### config.mk
export PLATFORM = sky130hd
export DESIGN_NAME = ped_walk_scheduler
export DESIGN_NICKNAME = d
export VERILOG_FILES = /design/src/rtl/ped_walk_scheduler.sv
export SDC_FILE = /design/constraint.sdc
export NUM_CORES = 1
export LEC_CHECK = 0
export BUFFER_PORTS_ARGS = -buffer_cell sky130_fd_sc_hd__buf_2
export CAP_MARGIN = 30
export CORE_UTILIZATION = 59
export CTS_CLUSTER_SIZE = 30
export DETAILED_ROUTE_END_ITERATION = 6
export PLACE_DENSITY = 0.83
export SETUP_SLACK_MARGIN = 0.05
export SYNTH_ARGS = -nofsm -noshare
export SYNTH_HDL_FRONTEND = slang
export SYNTH_SLANG_ARGS = --single-unit
### constraint.sdc
create_clock -name clk -period 2.7 [get_ports clk]
set_input_delay 0 -clock clk [delete_from_list [all_inputs] [get_ports clk]]
set_output_delay 0 -clock clk [all_outputs]
set_load 0.02 [all_outputs]
### src/rtl/ped_walk_scheduler.sv
// ped_walk_scheduler: latches pedestrian crosswalk requests and serves them
// in round-robin order. Each service asks the light controller to park in
// all-red, then runs a WALK / flashing don't-walk / clearance sequence for
// the granted crosswalk.
module ped_walk_scheduler #(
  parameter int WALK_CYC  = 8,
  parameter int FLASH_CYC = 4,
  parameter int CLEAR_CYC = 2
) (
  input  logic       clk,
  input  logic       reset,
  input  logic [3:0] ped_btn,
  input  logic       tlc_hold_ack,
  output logic       hold_req,
  output logic [3:0] walk,
  output logic [3:0] flash,
  output logic [3:0] pending,
  output logic [7:0] served_cnt
);

  typedef enum logic [2:0] {
    S_IDLE,
    S_REQ,
    S_WALK,
    S_FLASH,
    S_CLEAR
  } state_t;

  state_t     state_reg, state_next;
  logic [3:0] timer_reg, timer_next;
  logic [1:0] grant_reg, grant_next;
  logic [1:0] last_grant_reg, last_grant_next;
  logic [3:0] pending_reg, pending_next;
  logic [7:0] served_reg, served_next;
  logic [1:0] rr_sel;

  // One-hot decodes of the round-robin pick, the current grant and the
  // grant the next cycle will show on the outputs.
  logic [3:0] rr_oh;
  logic [3:0] grant_oh;
  logic [3:0] grant_next_oh;

  genvar gi;
  generate
    for (gi = 0; gi < 4; gi++) begin : g_onehot
      assign rr_oh[gi]         = (rr_sel     == 2'(gi));
      assign grant_oh[gi]      = (grant_reg  == 2'(gi));
      assign grant_next_oh[gi] = (grant_next == 2'(gi));
    end
  endgenerate

  // Round-robin search: start just after the last grant and wrap; the
  // lowest offset with a pending bit wins, so scan offsets from high to low.
  always_comb begin
    rr_sel = last_grant_reg + 2'd1;
    for (int k = 3; k >= 0; k--) begin
      if (pending_reg[last_grant_reg + 2'(k + 1)]) begin
        rr_sel = last_grant_reg + 2'(k + 1);
      end
    end
  end

  // Next-state, timer, request latch and service counter.
  always_comb begin
    state_next      = state_reg;
    timer_next      = 4'd0;
    grant_next      = grant_reg;
    last_grant_next = last_grant_reg;
    served_next     = served_reg;
    pending_next    = pending_reg | ped_btn;

    case (state_reg)
      S_IDLE: begin
        if (pending_reg != 4'd0) begin
          state_next = S_REQ;
        end
      end

      S_REQ: begin
        if (tlc_hold_ack) begin
          state_next      = S_WALK;
          grant_next      = rr_sel;
          last_grant_next = rr_sel;
          // Clearing wins over a coincident press on the granted bit.
          pending_next    = (pending_reg | ped_btn) & ~rr_oh;
        end
      end

      S_WALK: begin
        // The crosswalk currently walking cannot re-request itself.
        pending_next = pending_reg | (ped_btn & ~grant_oh);
        if (!tlc_hold_ack || (timer_reg == 4'(WALK_CYC - 1))) begin
          state_next = S_FLASH;
        end else begin
          timer_next = timer_reg + 4'd1;
        end
      end

      S_FLASH: begin
        if (timer_reg == 4'(FLASH_CYC - 1)) begin
          state_next = S_CLEAR;
        end else begin
          timer_next = timer_reg + 4'd1;
        end
      end

      S_CLEAR: begin
        if (timer_reg == 4'(CLEAR_CYC - 1)) begin
          state_next  = S_IDLE;
          served_next = (served_reg == 8'hFF) ? served_reg : served_reg + 8'd1;
        end else begin
          timer_next = timer_reg + 4'd1;
        end
      end

      default: begin
        state_next = S_IDLE;
      end
    endcase
  end

  // State registers plus Moore outputs registered from the next state.
  always_ff @(posedge clk) begin
    if (reset) begin
      state_reg      <= S_IDLE;
      timer_reg      <= 4'd0;
      grant_reg      <= 2'd0;
      last_grant_reg <= 2'd3;
      pending_reg    <= 4'd0;
      served_reg     <= 8'd0;
      hold_req       <= 1'b0;
      walk           <= 4'd0;
      flash          <= 4'd0;
    end else begin
      state_reg      <= state_next;
      timer_reg      <= timer_next;
      grant_reg      <= grant_next;
      last_grant_reg <= last_grant_next;
      pending_reg    <= pending_next;
      served_reg     <= served_next;
      hold_req       <= (state_next != S_IDLE);
      walk           <= (state_next == S_WALK)  ? grant_next_oh : 4'd0;
      flash          <= (state_next == S_FLASH) ? grant_next_oh : 4'd0;
    end
  end

  assign pending    = pending_reg;
  assign served_cnt = served_reg;

endmodule
==> Word level (Yosys, flattened, before mapping) <==
Cells that the tools add are included.
{ "word_totals": {"out_inout_bits": 21, "inputBits": 7, "register_bits": 32} }
{ "classes": {"order_cmp": 4, "mux": 26, "eq_ne": 19, "reduce_logical": 12, "bitwise_logic": 9, "n_addsub": 5} }
{ "op_table": {"columns": ["op", "count"], "rows": [
  ["$mux 4", 4],
  ["$mux 3", 5],
  ["$pmux 3 s5", 1],
  ["$eq 2x2->1 const B", 6],
  ["$eq 3x2->1 const B", 4],
  ["$lt 2x3->1 const B", 4],
  ["$mux 2", 6],
  ["$pmux 4 s3", 1],
  ["$add 8x1->8 const B", 1],
  ["$and 4x4->4", 2],
  ["$bmux 1 s2", 4],
  ["$eq 8x8->1 const B", 1],
  ["$not 4->4", 2],
  ["$or 4x4->4", 2],
  ["$pmux 4 s2", 1],
  ["$eq 2x1->1 const B", 3],
  ["$logic_not 2->1", 3],
  ["$add 2x2->2 const B", 2],
  ["$add 4x1->4 const B", 1],
  ["$eq 4x1->1 const B", 1],
  ["$eq 4x2->1 const B", 1],
  ["$eq 4x3->1 const B", 1],
  ["$mux 1", 4],
  ["$reduce_bool 4->1", 1],
  ["other kinds (11)", 14]
]} }

==> Longest topological paths before layout <==
Gate-level depths: netlist of run 1.
{ "depth": {"depth_word": 11, "ltp_mapped": 7, "ltp_nobuf": 6} }

==> Worst setup path after synthesis of run 1 <==
OpenSTA, ideal clock, no wires.
{ "synth_path": {"path_type": "reg2reg", "start": "register pending_reg[2] (netlist: pending[2])", "end": "register flash[3]", "setup_slack_ps": 969, "path_buffers": 1, "arrival_time_ps": 1666, "stages_incl_launch_ff": 7, "cell_sequence": "dfxtp_1 buf_2 nor2_1 a2111oi_1 a2111oi_4 nand2b_1 nor2_1"} }
{ "synth_via": {"elab_chain_len": 9} }
{ "synth_rtl": {"columns": ["item", "line_no", "source"], "rows": [
  ["start: declaration", "33", "logic [3:0] pending_reg, pending_next;"],
  ["start signal: assignment", "139", "pending_reg <= pending_next;"],
  ["$bmux 1 s2", "57", "if (pending_reg[last_grant_reg + 2'(k + 1)]) begin"],
  ["$mux 1 (implied by the code)", "57", null],
  ["$mux 2 (4 in a row)", "57", null],
  ["$mux 2", "80", "if (tlc_hold_ack) begin"],
  ["$mux 2", "72", "case (state_reg)"],
  ["$eq 2x2->1", "48", "assign grant_next_oh[gi] = (grant_next == 2'(gi));"],
  ["end signal: assignment", "143", "flash <= (state_next == S_FLASH) ? grant_next_oh : 4'd0;"],
  ["end: declaration", "16", "output logic [3:0] flash,"]
]} }
Parallel ways exist; a longest one is shown, timed or not. The select of a mux whose other input is x is not followed.
A chain may end at the register's enable or synchronous reset.

==> Worst setup path after layout of run 1 <==
{ "layout_path": {"start": "register timer_reg[0]", "end": "register flash[1]"} }
{ "layout_via": {"elab_chain_len": 7} }
{ "layout_rtl": {"columns": ["item", "line_no", "source"], "rows": [
  ["start: declaration", "30", "logic [3:0] timer_reg, timer_next;"],
  ["start signal: assignment", "136", "timer_reg <= timer_next;"],
  ["$eq 4x3->1", "92", "if (!tlc_hold_ack || (timer_reg == 4'(WALK_CYC - 1))) begin"],
  ["$logic_or 1x1->1", "92", null],
  ["$mux 3", "92", null],
  ["$pmux 3 s5 *", "72", null],
  ["$eq 3x2->1 *", "143", null],
  ["$not 1->1 (no source line) *", null, null],
  ["$reduce_or 2->1 (no source line) *", null, null]
]} }
Every way passes the cells marked *; elsewhere a longest branch is shown, timed or not.

==> impl_metrics.toml, run 1 <==
[worst_setup_path]
required_ps = 2940
cp_max_fo = 4
arrival_ps = 2150
crit_path_end_kind = "flop"
r2r_setup_slack_ps = 780
r2r-start = "timer_reg[0]"
rr_worst_depth = 6
worstSetupPathType = "flop to flop"
reg2reg_to = "flash[1]"
critPathLaunchType = "flop"

[global_route]
track_usage_pct = 25.79
grt_overflow = 0
grt_max_degree = 22
grt_antenna_before_repair = 0
grt_pass1_wl_um = 5354
grt_pass1_vias = 1226

[synthesis]
synth_seq_area_share_pct = 39.94
syn_avg_cell_area_um2 = 8.354
synth.cell_area_mm2 = 0.001604
ys_ff_latch = 32
synth_edf_count = 0
synth_top_area_share_pct = 39.94
yosys_warnings = 0
syn-num-nets = 202
synth_async_sr_flop_share_pct = 0
synthFlopType = "dfxtp_1"
synth_area_leaders = "dfxtp_1 40%, nor2_1 7.5%, a21oi_1 3.1%"
ys_types = 47
syn-instance-count = 192
yosys.area.top_type = "dfxtp_1"

[min_path]
hold_path_class = "primary input to flop"
min_to = "served_cnt[2]"
hold_start = "reset"
hold_depth = 2

[routing]
wl_per_cell_um = 13.65
ant_nets = 0
firstDrtPassIters = 5
via_per_inst = 5.912
drt_iter0_drc = 62
vias = 1478
drt_wl_total_um = 3413
drc_errors = 0

[timing]
final-max-slew-violation-count = 0
skew_ps = 10.56
finalHoldViolations = 0
worstMarginPinSlew_ps = 642.9
min_period_ps = 1915
max_freq_ghz = 0.5222
holdWs_ps = 61.27
min_period_over_period_pct = 70.93
timing.final.ws_setup_ps = 784.9
setup_tns_ps = 0
rsz0062_at_grt = "no"
relSlewSlack_pct = 57.03
finalSetupViolCount = 0

[cells_and_area]
fin_nets = 229
final_core_util_pct = 73.36
syn_to_final_growth_pct = 15.37
final_cells = 250
largest_register_ffs = 8
diodes = 0
fin_area_mm2 = 0.001851
drive_gt1_share_pct = 19.09

[pwr]
finalPower_mw = 1.068
p_leak_nw = 0.7222
p_per_area_mw_per_mm2 = 577.2
ir_worst_vdd_mv = 0.5422

[die]
core_area_mm2 = 0.002522
io_pins = 28
die-area_mm2 = 0.002931
row_count = 18
start_util_pct = 63.59
die_w_um = 54.14
die_h_um = 54.14

[placement]
postPlaceCellArea_mm2 = 0.001730
place_ws_ps = 821.8
place_congestion = 0.9220
port_buffers = 27
dp_hpwl_um = 2402
placed_cells = 238

[clock_tree]
cts_sinks = 32
cts_inserted_buffers = 5
post_cts_buffers = 0
root_buffer = "clkbuf_4"
path_clk_slew_ps = 100
clkLatencyLatePin_ps = 340
cts_tree = "built"
h-tree-depth = 2
cts_buffer_depth = 2

[outcome]
status = "finished clean"

[run]
max_cap_viol_count = 0
power by group:
part / switching, mW / leakage (nW) / internal [mW]
clock network: 0.168 / 0.0412 / 0.193
logic: 0.0952 / 0.421 / 0.0758
registers: 0.0415 / 0.260 / 0.494
total: 0.305 / 0.722 / 0.763
synth_stat cells (2+ instances only):
cell type and n:
dfxtp_1 32, nor2_1 32, a21oi_1 10, nand2_1 10, nor3_1 10, nand3_1 8, clkbuf_1 7, nand3b_1 6
a31oi_1 5, nand2b_1 5, xnor2_1 5, inv_1 4, o21ai_0 4, buf_2 3, ha_1 3, nor2b_1 3
nor3b_1 3, o21bai_1 3, a211oi_1 2, a221oi_1 2, a311oi_1 2, nand4_1 2, nor3b_2 2, o21a_1 2
o21ai_1 2, o22ai_1 2, or3_1 2, xor2_1 2
layout by cell type, fill, tap and decap left out, drive strengths merged, types with 3 or more instances in the layout:
cell type	n
buf	27
nand3b	6
o21ai	6
nand2b	5
a31oi	5
nor2b	4
inv	4
nand3	8
dlygate4sd3	4
nand2	10
nor2	32
xnor2	5
a21oi	10
ha	3
o21bai	3
nor3	10
nor3b	5
dfxtp	32
clkbuf	5
worst max-delay path: stages (launching register included):
cell and delay [ps]:
dfxtp_1 390, ha_1 230, nor3b_2 270, and3b_1 240, a2111oi_4 400, nand2b_1 220
nor2_1 60
how the worst max path moves through the flow:
stage	slack, ps	end	depth (start not counted)	start
6_report	780	flash[1]	6	timer_reg[0]
4_1_cts	800	flash[1]	6	timer_reg[0]
2_1_floorplan	970	flash[3]	6	pending[2]
3_5_place_dp	820	flash[1]	6	timer_reg[0]
3_3_place_gp	900	flash[1]	6	timer_reg[0]
5_1_grt	610	walk[2]	6	timer_reg[0]
area by class of cell:
cell class | count | area, µm²
clock inverter | 3 | 42.54
timing repair buffer | 31 | 175.2
sequential | 32 | 640.6
clock buffer | 5 | 37.54
tap | 30 | 37.54
fill | 204 | 671.9
inverter | 4 | 15.01
multi-input combinational | 145 | 902.1
repair_timing:
item	in CTS	in global routing
gates resized for setup	0	0
hold buffers	4	0
hold endpoints to repair	4	0
cells by family (layout without fill, tap and decap cells):
kind of cell,Yosys count,after routing,synth area share (%)
buffers and inverters,15,43,3.822
adders and majority gates,3,3,2.340
AOI/OAI and AO/OA,44,44,20.20
xor gates and xnor gates,7,7,3.822
and+or+nand+nor,90,90,29.25
muxes,1,1,0.6240
DFF,32,32,39.94
metal layers:
layer	track usage (%)	routed length (µm)	vias up	share of wire, %
met5	0	0	-	0
li1	-	-	739	-
met3	5.932	232	8	6.8
met4	11.54	59	0	1.7
met2	40.04	1593	53	47
met1	33.56	1527	678	45
(Power assumes the default switching activity.)
==> run 2, diff against run 1 <==
--- a/config.mk
+++ b/config.mk
@@ -5,12 +5,13 @@
 export SDC_FILE = /design/constraint.sdc
 export NUM_CORES = 1
 export LEC_CHECK = 0
+export ABC_AREA = 1
 export BUFFER_PORTS_ARGS = -buffer_cell sky130_fd_sc_hd__buf_2
 export CAP_MARGIN = 30
-export CORE_UTILIZATION = 59
+export CORE_UTILIZATION = 55
 export CTS_CLUSTER_SIZE = 30
 export DETAILED_ROUTE_END_ITERATION = 6
-export PLACE_DENSITY = 0.83
+export PLACE_DENSITY = 0.78
 export SETUP_SLACK_MARGIN = 0.05
 export SYNTH_ARGS = -nofsm -noshare
 export SYNTH_HDL_FRONTEND = slang
==> constraint.sdc (replaced) <==
create_clock -name clk -period 1.9 [get_ports clk]
set_input_delay 0 -clock clk [delete_from_list [all_inputs] [get_ports clk]]
set_output_delay 0 -clock clk [all_outputs]
set_load 0.02 [all_outputs]
==> run 2 against run 1 <==
The flow now finishes with violations (DRC). Non-clock buffer count up 1. Utilization down 4.9 points. Die area up 10%. Via count up 5.9%. First-iteration DRC count up 15%. Synthesized area up 3.1%. Clock skew down 8.1 ps. Worst setup slack worse by 500 ps. Global-route usage down 3.8 points. Sequential cell count unchanged. Critical endpoint is now walk[0].
==> impl_metrics.toml, run 2 <==
[outcome]
status = "finished with violations"
violations = "DRC"

[clock_tree]
cts_tree = "built"
h-tree-depth = 2
cts_inserted_buffers = 5
cts_sinks = 32
path_clk_slew_ps = 100
root_buffer = "clkbuf_4"
cts_buffer_depth = 2
clkLatencyLatePin_ps = 330
post_cts_buffers = 0

[worst_setup_path]
crit_path_end_kind = "flop"
slowest_delay_ps = 350
cp_top_family = "simple AND/OR/NAND/NOR gates"
r2r-start = "timer_reg[0]"
arrival_ps = 1870
endpoint = "walk[0]"
rr_worst_depth = 8
crit_chain = "ha_1, a31oi_1, nor2_1, a21oi_1, nand3_1, inv_1, nand2_1, nor3_1"
critPathLaunchType = "flop"
worst-path-stages = 8
cp_max_fo = 4
worst-path-buf-inv = 1
cp-startpoint = "timer_reg[0]"
worstSetupPathType = "flop to flop"
reg2reg_to = "walk[0]"
slowest_stage = "dfxtp_1"
r2r_setup_slack_ps = 280
required_ps = 2150

[synthesis]
syn-num-nets = 236
synth.most_common_cell = "nand2_1"
synth.cell_area_mm2 = 0.001654
synth_seq_area_share_pct = 38.73
ys_types = 32
syn_avg_cell_area_um2 = 7.319
ys_ff_latch = 32
synth_async_sr_flop_share_pct = 0
syn-instance-count = 226
yosys.area.top_type = "dfxtp_1"
synth_top_area_share_pct = 38.73
synth_common_cells = "46 x nand2_1, 32 x dfxtp_1, 26 x inv_1"
synth_area_leaders = "dfxtp_1 39%, nand2_1 10%, nand3_1 6.1%"
synth_edf_count = 0
yosys_warnings = 0
synthFlopType = "dfxtp_1"

[placement]
dp_hpwl_um = 2434
postPlaceCellArea_mm2 = 0.001809
port_buffers = 27
place_congestion = 0.8813
place_ws_ps = 207.8

[die]
row_count = 19
core_area_mm2 = 0.002805
die_h_um = 56.84
io_pins = 28
die_w_um = 56.84
die-area_mm2 = 0.003231
start_util_pct = 58.97

[timing]
finalSetupViolCount = 0
final-max-slew-violation-count = 0
timing.final.ws_setup_ps = 281.0
rsz0062_at_grt = "no"
setup_tns_ps = 0
skew_ps = 2.422
min_period_over_period_pct = 85.21
max_freq_ghz = 0.6176
worstMarginPinSlew_ps = 352.5
finalHoldViolations = 0
min_period_ps = 1619
relSlewSlack_pct = 76.47

[pwr]
p_leak_nw = 0.9163
p_per_area_mw_per_mm2 = 1235
finalPower_mw = 2.370
p_sw_share_pct = 45.44
p_sw_mw = 1.077
p_seq_share_pct = 36.3
p_comb_share_pct = 47.9
ir_worst_vdd_mv = 0.5960
clkPwrFrac_pct = 15.8
p_int_mw = 1.293

[run]
max_cap_viol_count = 0

[global_route]
grt_max_degree = 13
grt_pass1_wl_um = 5464
grt_antenna_before_repair = 0
grt_pass1_vias = 1327
track_usage_pct = 21.99
grt_overflow = 0

[routing]
vias = 1565
drt_wl_total_um = 3195
drt_iter0_drc = 71
drc_errors = 4
ant_nets = 0
via_per_inst = 5.323
firstDrtPassIters = 6
wl_per_cell_um = 10.87

[cells_and_area]
largest_register_ffs = 8
fin_nets = 272
layout_commonest_cell = "nand2_1"
diodes = 0
drive_gt1_share_pct = 26.24
syn_to_final_growth_pct = 16.04
layout_common_cells = "45 x nand2_1, 31 x dfxtp_1, 27 x buf_2, 26 x inv_1, 20 x nand3_1"
fin_area_mm2 = 0.001919

[min_path]
hold_start = "tlc_hold_ack"
hold_path_class = "primary input to flop"
## run 2: changes by cell type after synthesis, moves of 6 or more
| cell | previous run | this run |
|---|---|---|
| nor2_1 | 32 | 18 |
| nand3_1 | 8 | 20 |
| nand2_2 | 0 | 10 |
| nand2_1 | 10 | 46 |
| inv_1 | 4 | 26 |
| nand3b_1 | 6 | 0 |
## run 2: worst register-to-register path: cells and delay by family (launching register included)
kind | cells | cell delay, ps
compound gates | 2 | 330
fa+ha+maj | 1 | 260
buf+inv | 1 | 100
flops | 1 | 350
simple gates | 4 | 530
## run 2: worst min-delay path by stage
stage / slack, ps / to / cells after the start
finish: 40 / pending[3] / 4
detailed placement: 280 / pending[1] / 3
global placement: 270 / pending[1] / 3
CTS: 10 / pending[3] / 4
global route: 50 / pending[3] / 4
floorplan: 180 / pending[0] / 2
## run 2: layout make-up
type                            instances  area (µm²)
Tap cell                               31       38.79
Fill cell                             259       885.9
Timing Repair Buffer                   32       185.2
Clock inverter                          3       18.77
Clock buffer                            5       37.54
Sequential cell                        32       641.9
Inverter                               32       122.6
Multi-Input combinational cell        159       874.6
## run 2: routing by layer
| metal | up-vias | global-route usage (%) | share of wire, % |
|---|---|---|---|
| li1 | 811 | - | - |
| met5 | - | 0 | 0 |
| met4 | 0 | 12.54 | 2.4 |
| met1 | 704 | 26.14 | 47 |
| met3 | 9 | 5.991 | 4.9 |
| met2 | 41 | 35.54 | 46 |
## run 2: cell families after synthesis
| logic type | synth area share (%) |
|---|---|
| simple gates | 36.23 |
| flops | 38.73 |
| compound gates | 11.57 |
| fa+ha+maj | 2.270 |
| buf+inv | 8.548 |
| xor+xnor | 2.648 |
## run 2: power groups by stage
stage / clock network, mW / registers (mW) / logic (mW)
final: 0.375 / 0.859 / 1.14
after global routing: 0.422 / 0.876 / 1.27
after CTS: 0.391 / 0.857 / 1.13
after detailed placement: 0 / 0.873 / 1.12
after global placement: 0 / 0.870 / 1.12
after floorplan: 0 / 0.909 / 0.878
## run 2: repair_timing
item | in CTS | in global routing
hold buffers | 5 | 0
resized for setup | 0 | 2
endpoints found under the hold margin | 11 | 0
setup endpoints to repair | 0 | 7
## run 2: metrics by stage
stage	hold slack, ps	utilization [%]	cells
after floorplan	178.7	-	226
after global placement	268.6	64.50	281
after detailed placement	282.3	64.50	281
after CTS	11.01	68.29	294
after global routing	48.95	68.42	294
final	35.48	68.42	294
